===== config.mk =====
export PLATFORM = sky130hd
export DESIGN_NAME = nv_arb2_pipe
export DESIGN_NICKNAME = d
export VERILOG_FILES = /design/src/rtl/nv_arb2_pipe.sv
export SDC_FILE = /design/constraint.sdc
export NUM_CORES = 1
export LEC_CHECK = 0
export CORE_ASPECT_RATIO = 1.25
export CORE_MARGIN = 3
export CORE_UTILIZATION = 43
export DETAILED_ROUTE_END_ITERATION = 6
export HOLD_SLACK_MARGIN = 0.08
export PLACE_DENSITY = 0.86
export SYNTH_ARGS = -nofsm -noshare
export SYNTH_HDL_FRONTEND = slang
export SYNTH_SLANG_ARGS = --single-unit
export TNS_END_PERCENT = 5

===== constraint.sdc =====
create_clock -name nvdla_core_clk -period 2.56 [get_ports nvdla_core_clk]
set_clock_uncertainty 0.15 [all_clocks]
set_input_delay 0.512 -clock nvdla_core_clk [delete_from_list [all_inputs] [get_ports nvdla_core_clk]]
set_output_delay 0.512 -clock nvdla_core_clk [all_outputs]
set_load 0.1 [all_outputs]

===== src/rtl/nv_arb2_pipe.sv =====
// Two-input round-robin packet arbiter with one-entry output pipe and registered mux select.
// Latency: one cycle from accept to out_pvld. Backpressure: out_prdy=0 freezes the pipe and drops both prdy.
// Optional per-input beat counters with synchronous clear: define NV_ARB2_PIPE_BEAT_CNT_EN.
module nv_arb2_pipe #(
    parameter int DW    = 32,
    parameter int CNT_W = 16
) (
    input  logic             nvdla_core_clk,
    input  logic             nvdla_core_rst,
    input  logic             in0_pvld,
    output logic             in0_prdy,
    input  logic [DW-1:0]    in0_pd,
    input  logic             in0_last,
    input  logic             in1_pvld,
    output logic             in1_prdy,
    input  logic [DW-1:0]    in1_pd,
    input  logic             in1_last,
    output logic             out_pvld,
    input  logic             out_prdy,
    output logic [DW-1:0]    out_pd,
    output logic             out_last,
`ifdef NV_ARB2_PIPE_BEAT_CNT_EN
    input  logic             cnt_clr,
    output logic [CNT_W-1:0] cnt0,
    output logic [CNT_W-1:0] cnt1,
`endif
    output logic             mux_sel
);

    if (DW < 1 || CNT_W < 1) begin : g_bad_param
        $error("nv_arb2_pipe: DW and CNT_W must be at least 1");
    end

    logic          locked;
    logic          last_grant;
    logic          ld;
    logic          grant;
    logic          grant_vld;
    logic          acc;
    logic [DW-1:0] sel_pd;
    logic          sel_last;

    // A locked packet keeps its source; otherwise round-robin under contention.
    always_comb begin
        grant_vld = 1'b0;
        grant     = 1'b0;
        if (locked) begin
            grant_vld = 1'b1;
            grant     = mux_sel;
        end else if (in0_pvld && in1_pvld) begin
            grant_vld = 1'b1;
            grant     = ~last_grant;
        end else if (in0_pvld) begin
            grant_vld = 1'b1;
            grant     = 1'b0;
        end else if (in1_pvld) begin
            grant_vld = 1'b1;
            grant     = 1'b1;
        end
    end

    assign ld       = ~out_pvld | out_prdy;
    assign in0_prdy = ld & grant_vld & ~grant & (locked | in0_pvld);
    assign in1_prdy = ld & grant_vld &  grant & (locked | in1_pvld);
    assign acc      = grant ? (in1_pvld & in1_prdy) : (in0_pvld & in0_prdy);
    assign sel_pd   = grant ? in1_pd   : in0_pd;
    assign sel_last = grant ? in1_last : in0_last;

    always_ff @(posedge nvdla_core_clk or posedge nvdla_core_rst) begin
        if (nvdla_core_rst) begin
            out_pvld   <= 1'b0;
            out_pd     <= '0;
            out_last   <= 1'b0;
            mux_sel    <= 1'b0;
            locked     <= 1'b0;
            last_grant <= 1'b1;
        end else if (acc) begin
            out_pvld   <= 1'b1;
            out_pd     <= sel_pd;
            out_last   <= sel_last;
            mux_sel    <= grant;
            last_grant <= grant;
            locked     <= ~sel_last;
        end else if (out_prdy) begin
            out_pvld   <= 1'b0;
        end
    end

`ifdef NV_ARB2_PIPE_BEAT_CNT_EN
    always_ff @(posedge nvdla_core_clk or posedge nvdla_core_rst) begin
        if (nvdla_core_rst) begin
            cnt0 <= '0;
            cnt1 <= '0;
        end else if (cnt_clr) begin
            cnt0 <= '0;
            cnt1 <= '0;
        end else if (acc) begin
            if (grant) cnt1 <= cnt1 + 1'b1;
            else       cnt0 <= cnt0 + 1'b1;
        end
    end
`endif

endmodule

======== After elaboration in Yosys (flattened, before gate mapping) ========
Index checks and enable logic that the tools add are counted.
word-level totals
  flip-flop bits (word level) ............. 37
  latch bits .............................. 0
  memory bits (writable) .................. 0
  memory bits (read-only) ................. 0
  input port bits ......................... 71
  output and inout port bits .............. 37
  logic and storage cells ................. 34
  memories kept ........................... 0
cells by class
  $add $sub $neg .......................... 0
  multiply operators ...................... 0
  divide/modulo/power cells ............... 0
  order comparisons ....................... 0
  equality and inequality tests ........... 0
  shift operators ......................... 0
  muxes and demuxes ....................... 12
  bitwise logic cells ..................... 14
  reductions and logical operators ........ 2
operators by type and width
  operator            count
  32-bit 2-to-1 mux   1
  1-bit 2-to-1 mux    11
  1-bit AND           7
  1-bit inverter      4
  1-bit OR            3
  2-bit nonzero test  1
  1-bit logical AND   1

======== Logic depth before layout (Yosys ltp) ========
Gate-level depths: netlist of the first run.
  depth after elaboration ................. 10
  mapped depth ............................ 6
  mapped depth without buffers ............ 4

======== Worst setup path before layout of the first run ========
Ideal clock, no wire load.
  path kind ............................... reg2out
  start point ............................. reg mux_sel
  end point ............................... out in1_prdy
  arrival time ............................ 2.733 ns
  data required time ...................... 1.898 ns
  slack ................................... -0.835 ns
  cell stages (with the launch flop) ...... 4
  buffers on the path ..................... 1
  path through ............................ dfrtp_1 > a22oi_4 > buf_6 > nor2_1
between the ends
  word-level cells in the longest chain between the ends .. 3
RTL lines
  what                    line  text
  from (decl)             27    output logic mux_sel
  from (signal assigned)  81    mux_sel <= grant;
  1-bit 2-to-1 mux        47    if (locked) begin
  1-bit AND (2 in a row)  64    assign in1_prdy = ld & grant_vld & grant & (locked | in1_pvld);
  to (decl)               15    output logic in1_prdy,
No other way between the ends.

======== Worst setup path after layout of the first run ========
  start point ............................. in in0_pvld
  end point ............................... out in0_prdy
between the ends
  word-level cells in the longest chain between the ends .. 6
  elaborated cells between the ends (all ways) .. 12
  those cells by class .................... 6 x mux; 5 x bitwise; 1 x reduce/logical
RTL lines
  what                                                          line    text
  from (decl)                                                   10      input logic in0_pvld,
  1-bit 2-to-1 mux / 1-bit logical AND (equally long branches)  53, 50
  1-bit 2-to-1 mux                                              50      end else if (in0_pvld && in1_pvld) begin
  1-bit 2-to-1 mux                                              47
  1-bit AND / 1-bit inverter (equally long branches)            63      assign in0_prdy = ld & grant_vld & ~grant & (locked | in0_pvld);
  1-bit AND                                                     63
  1-bit AND (*)                                                 63
  to (decl)                                                     11      output logic in0_prdy,
Mark *: on every way between the ends. The rest lies on a longest branch, timed or not.

==> results.tsv, run 1 <==
metric	value	unit
status	completed	
mux cell area share after synthesis	0	%
filler cell count	371	
synth top area cells	dfrtp_1, nor3_2, nor3_1	
layout cells sized above 1	37.7	%
share of the synthesized area in the top cell type	42.5	%
Nets	384	
DRC Markers	0	
dpl hpwl	4.19	mm
routed vias/inst	5.18	
H-Tree Depth	2	
Clock Path Buffers	2	
Netlist cell types	25	
Worst EP required	1.90	ns
via count	1920	
Initial Util	46.1	%
cts repair resizes	0	
simple-gate portion of the synthesized area	44.3	%
fin crit period	2.45	ns
final-report hold violation count	0	
register area share after synthesis	43.7	%
footprint of the multi-input gates	0.00105	mm2
Iter 0 DRT Violations	144	
Avg Inst Size Synth	10.3	um2
clk_lat worst skew	0.27	ns
WS Path Type	in2out	
ant diodes	0	
FMAX	408	MHz
Max-slew headroom	68.6	%
Core Region	0.00459	mm2
synthesized cell area	0.00212	mm2
adder-cell share of the synthesized area	0	%
row count	27	
setup TNS	0	ns
Total GRT Usage	20.5	%
#FFs+latches synth	37	
hold_buf cts	0	
clk sinks	37	
first-pass GRT wire length	9.18	mm
die width	68.8	um
Routed Wire Length	5.77	mm
WL per Instance	15.5	um
worst hold path class	reg2reg	
total grt overflow	0	
Synth Area in XOR/XNOR	0	%
die footprint	0.00581	mm2
Worst setup SP type	input pin	
post-route ant nets	0	
Root Buffer	clkbuf_8	
final period utilization	95.7	%
Setup crit end kind	output port	
Setup violations, final	0	
final slew viol count	0	
CTS tree	done	
Least-Margin Pin Slew	0.471	ns
YS warnings	0	
max_cap viols	0	
cell count after synthesis	206	
Layout Area Growth over Synthesis	55.0	%
RSZ-0062 raised after global routing	false	
Num CTS Buffers	5	
largest family of logic cells by synthesized area	simple AND/OR/NAND/NOR gates	
Worst Path Arrival	1.79	ns
clk slew on worst S/H paths	0.06	ns
Die H	84.5	um
largest net degree at the start of global routing	38	
Worst Path Max Fanout	5	
compound-cell area share of the yosys netlist	4.31	%
# IOs	108	
register cell area after layout	928	um2
area leader, netlist	dfrtp_1	
Net Count, Synth	277	
drt pass-1 iters	5	
initial antenna violation count	0	
setup bufs post-CTS	0	
vias in the first global route	1880	
routability cong.	0.743	
# port buffers	107	
-- worst max-delay path: stages --
cell and delay [ns]:
clkdlybuf4s50_1 0.54, nand2_1 0.13, a22o_2 0.29, nor2_4 0.14, buf_12 0.18
-- placed cells by master, fill, tap and decap left out, drive strengths merged, types with 2 or more instances in the layout --
cell type       n
nand2           4
clkdlybuf4s50  70
nor3           97
clkbuf          7
inv             2
nand2b          2
buf            47
dfrtp          36
nor2           37
o22a            2
-- layout make-up --
| type | count | share of cell area, % |
|---|---|---|
| flip-flops and latches | 37 | 28.3 |
| inverters | 2 | 0.229 |
| well taps | 58 | 2.21 |
| repair buffers | 117 | 34.7 |
| multi-input cells | 150 | 31.9 |
| clock buffers | 7 | 2.63 |
-- stage by stage --
stage | area [um2] | utilization, % | setup WS (ns) | hold slack, ns | instances
after floorplan | 2140 | - | 0.189 | 0.347 | 206
after global placement | 3200 | 69.6 | 0.137 | 0.354 | 364
after detailed placement | 3200 | 69.6 | 0.104 | 0.363 | 364
after CTS | 3280 | 71.5 | 0.109 | 0.372 | 371
after global routing | 3280 | 71.5 | 0.0455 | 0.381 | 371
final | 3280 | 71.5 | 0.110 | 0.368 | 371
-- cells by family after synthesis --
logic type	Yosys count
AO/OA/AOI/OAI	9
buffers and inverters	19
AND/OR/NAND/NOR	141
flip-flops	37
-- sequential cells by signal (all words and copies together), names as in the netlist --
signal      cells
out_pd         32
out_pvld        1
out_last        1
locked          1
mux_sel         1
last_grant      1
-- routing by layer --
layer,GRT usage [%],up-vias,routed length [um]
met5,0,-,0
met4,5.32,0,93
met3,5.22,7,459
met2,35.5,69,2990
met1,24.5,913,2220
li1,-,931,-
-- synth_stat cells --
library cell and number:
buf_6 5, nor3_2 55, dfstp_2 1, inv_2 1
a22oi_4 1, nand2b_1 2, nand2_1 4, clkbuf_1 3
nor3_1 42, a22o_1 1, buf_12 2, a221o_1 1
dfrtp_1 36, a211oi_1 1, buf_2 5, o31ai_1 1
o22a_1 2, nor2b_2 1, nor2_2 1, inv_1 1
a21boi_1 1, buf_8 1, nor2_1 36, buf_4 1
o221a_1 1
-- worst paths after layout --
path,cells past startpoint,start,to,slack (ns)
setup / recovery,5,in0_pvld,in0_prdy,0.11
hold / removal,1,last_grant$_DFFE_PP1P_,last_grant$_DFFE_PP1P_,0.37
min in group asynchronous,3,nvdla_core_rst,out_pd[22]$_DFFE_PP0P_,0.50
max in group asynchronous,3,nvdla_core_rst,mux_sel$_DFFE_PP0P_,1.41
setup reg to reg,5,last_grant$_DFFE_PP1P_,locked$_DFFE_PP0P_,0.84
hold reg to reg,1,last_grant$_DFFE_PP1P_,last_grant$_DFFE_PP1P_,0.37
Power of run 1 is left out: the tool's default activity adds up to more than one toggle a clock period on the data nets, which glitch-free logic cannot reach.
==> run 2: changes to the inputs <==
Settings changed: PLACE_DENSITY 0.86 to 0.84, SETUP_SLACK_MARGIN set to 0.05.
==> run 2 against run 1 <==
Maximum frequency is 1.3% higher. Global-route usage is 0.25 points lower. Die area stayed put. Non-clock buffer count is 1 lower. Worst hold slack worse by 0.0041 ns. Routed wire length is 0.29% higher. First-iteration DRC count is 38% lower. Register-to-register slack hardly changed. Count of clock-buffer cells in the layout stayed put. Core utilization is 0.38 points lower. Worst setup slack better by 0.032 ns. Critical path type unchanged.
==> results.tsv, run 2 (synthesis gave the netlist of run 1 again) <==
metric	value	unit	change
status	completed		
routed vias/inst	5.14		-0.62%
final slew viol count	0		unchanged
DRC Markers	0		unchanged
clk slew on worst S/H paths	0.07	ns	about the same
Total GRT Usage	20.2	%	-0.25 points
clk_lat worst skew	0.27	ns	about the same
CTS tree	done		
hold path start	last_grant$_DFFE_PP1P_		
highest-count cells in the layout ignoring fill and taps	clkdlybuf4s50_1, nor3_2, nor3_1, buf_4, dfrtp_1		
FMAX	413	MHz	+1.3%
setup bufs post-CTS	0		unchanged
Core Region	0.00459	mm2	unchanged
Routed Wire Length	5.79	mm	+0.29%
max reg flops	32		unchanged
max_cap viols	0		unchanged
routability cong.	0.708		-4.7%
Num CTS Buffers	5		unchanged
Worst EP required	1.90	ns	about the same
initial antenna violation count	0		unchanged
Worst setup SP type	input pin		
Top reg by flops	out_pd		
total grt overflow	0		unchanged
largest net degree at the start of global routing	38		unchanged
drt pass-1 iters	4		-1
clk sinks	37		unchanged
final period utilization	94.5	%	-1.2 points
Max-slew headroom	68.1	%	-0.47 points
layout cells sized above 1	37.5	%	-0.20 points
Layout Area Growth over Synthesis	54.1	%	
vias in the first global route	1992		+6.0%
Clock Path Buffers	2		unchanged
worst hold path class	reg2reg		
Setup violations, final	0		unchanged
final-report hold violation count	0		unchanged
final hold slack	0.364	ns	-0.00410 ns
dpl hpwl	4.24	mm	+1.2%
first-pass GRT wire length	9.07	mm	-1.2%
H-Tree Depth	2		unchanged
die width	68.8	um	unchanged
ant diodes	0		unchanged
crit path launch	in1_pvld		
commonest non-fill, non-tap cell in the layout	clkdlybuf4s50_1		
Setup crit end kind	output port		
# IOs	108		unchanged
Nets	383		-0.26%
via count	1903		-0.89%
Die H	84.5	um	unchanged
row count	27		unchanged
# port buffers	107		unchanged
WS Path Type	in2out		
Root Buffer	clkbuf_8		
Worst Path Max Fanout	4		-1
Least-Margin Pin Slew	0.478	ns	+0.00701 ns
Worst Path Arrival	1.76	ns	-0.03 ns
WL per Instance	15.6	um	+0.57%
RSZ-0062 raised after global routing	false		
fin crit period	2.42	ns	-0.0319 ns
Iter 0 DRT Violations	90		-38%
post-route ant nets	0		unchanged
Initial Util	46.1	%	unchanged
Reg-to-Reg Start	last_grant$_DFFE_PP1P_		
die footprint	0.00581	mm2	unchanged
setup TNS	0	ns	unchanged
-- run 2: critical path, stage by stage --
cell and delay [ns]:
clkdlybuf4s50_1 0.47, nor2b_2 0.20, a22o_2 0.27, nor2_4 0.13, buf_12 0.18
-- run 2: stage by stage --
step | setup slack (ns) | instance area [um2] | util (%) | std cells
after floorplan | 0.189 | 2140 | - | 206
after global placement | 0.130 | 3180 | 69.2 | 363
after detailed placement | 0.104 | 3180 | 69.2 | 363
after CTS | 0.0994 | 3260 | 71.1 | 370
after global routing | 0.110 | 3270 | 71.1 | 370
final | 0.141 | 3270 | 71.1 | 370
-- run 2: path summary, 6_finish.rpt --
path | endpoint | slack [ns] | cells past startpoint
worst max-delay path | in0_prdy | 0.14 | 5
worst min-delay path | last_grant$_DFFE_PP1P_ | 0.36 | 1
worst max register to register | locked$_DFFE_PP0P_ | 0.85 | 5
worst min register to register | last_grant$_DFFE_PP1P_ | 0.36 | 1
max in group asynchronous | mux_sel$_DFFE_PP0P_ | 1.40 | 3
min in group asynchronous | out_pd[16]$_DFFE_PP0P_ | 0.49 | 3
-- run 2: routing by layer --
layer / global-route usage (%) / vias to the layer above / part of all wire (%)
li1: - / 933 / -
met1: 23.2 / 900 / 38
met2: 36.0 / 62 / 54
met3: 4.15 / 8 / 6.4
met4: 6.91 / 0 / 1.7
met5: 0 / - / 0
-- run 2: layout make-up --
class                   instances  area, um2
clock buffers                   7       86.3
repair buffers                116       1120
fillers                       369       1330
flip-flops and latches         37        928
well taps                      58       72.6
inverters                       2       7.51
multi-input cells             150       1050
-- run 2: what timing repair did --
item | CTS | global route
hold buffers | 0 | 0
gates resized for setup | 0 | 1
hold endpoints to repair | 0 | 0
endpoints found under the setup margin | 0 | 1
Power of run 2 is left out for the same reason.
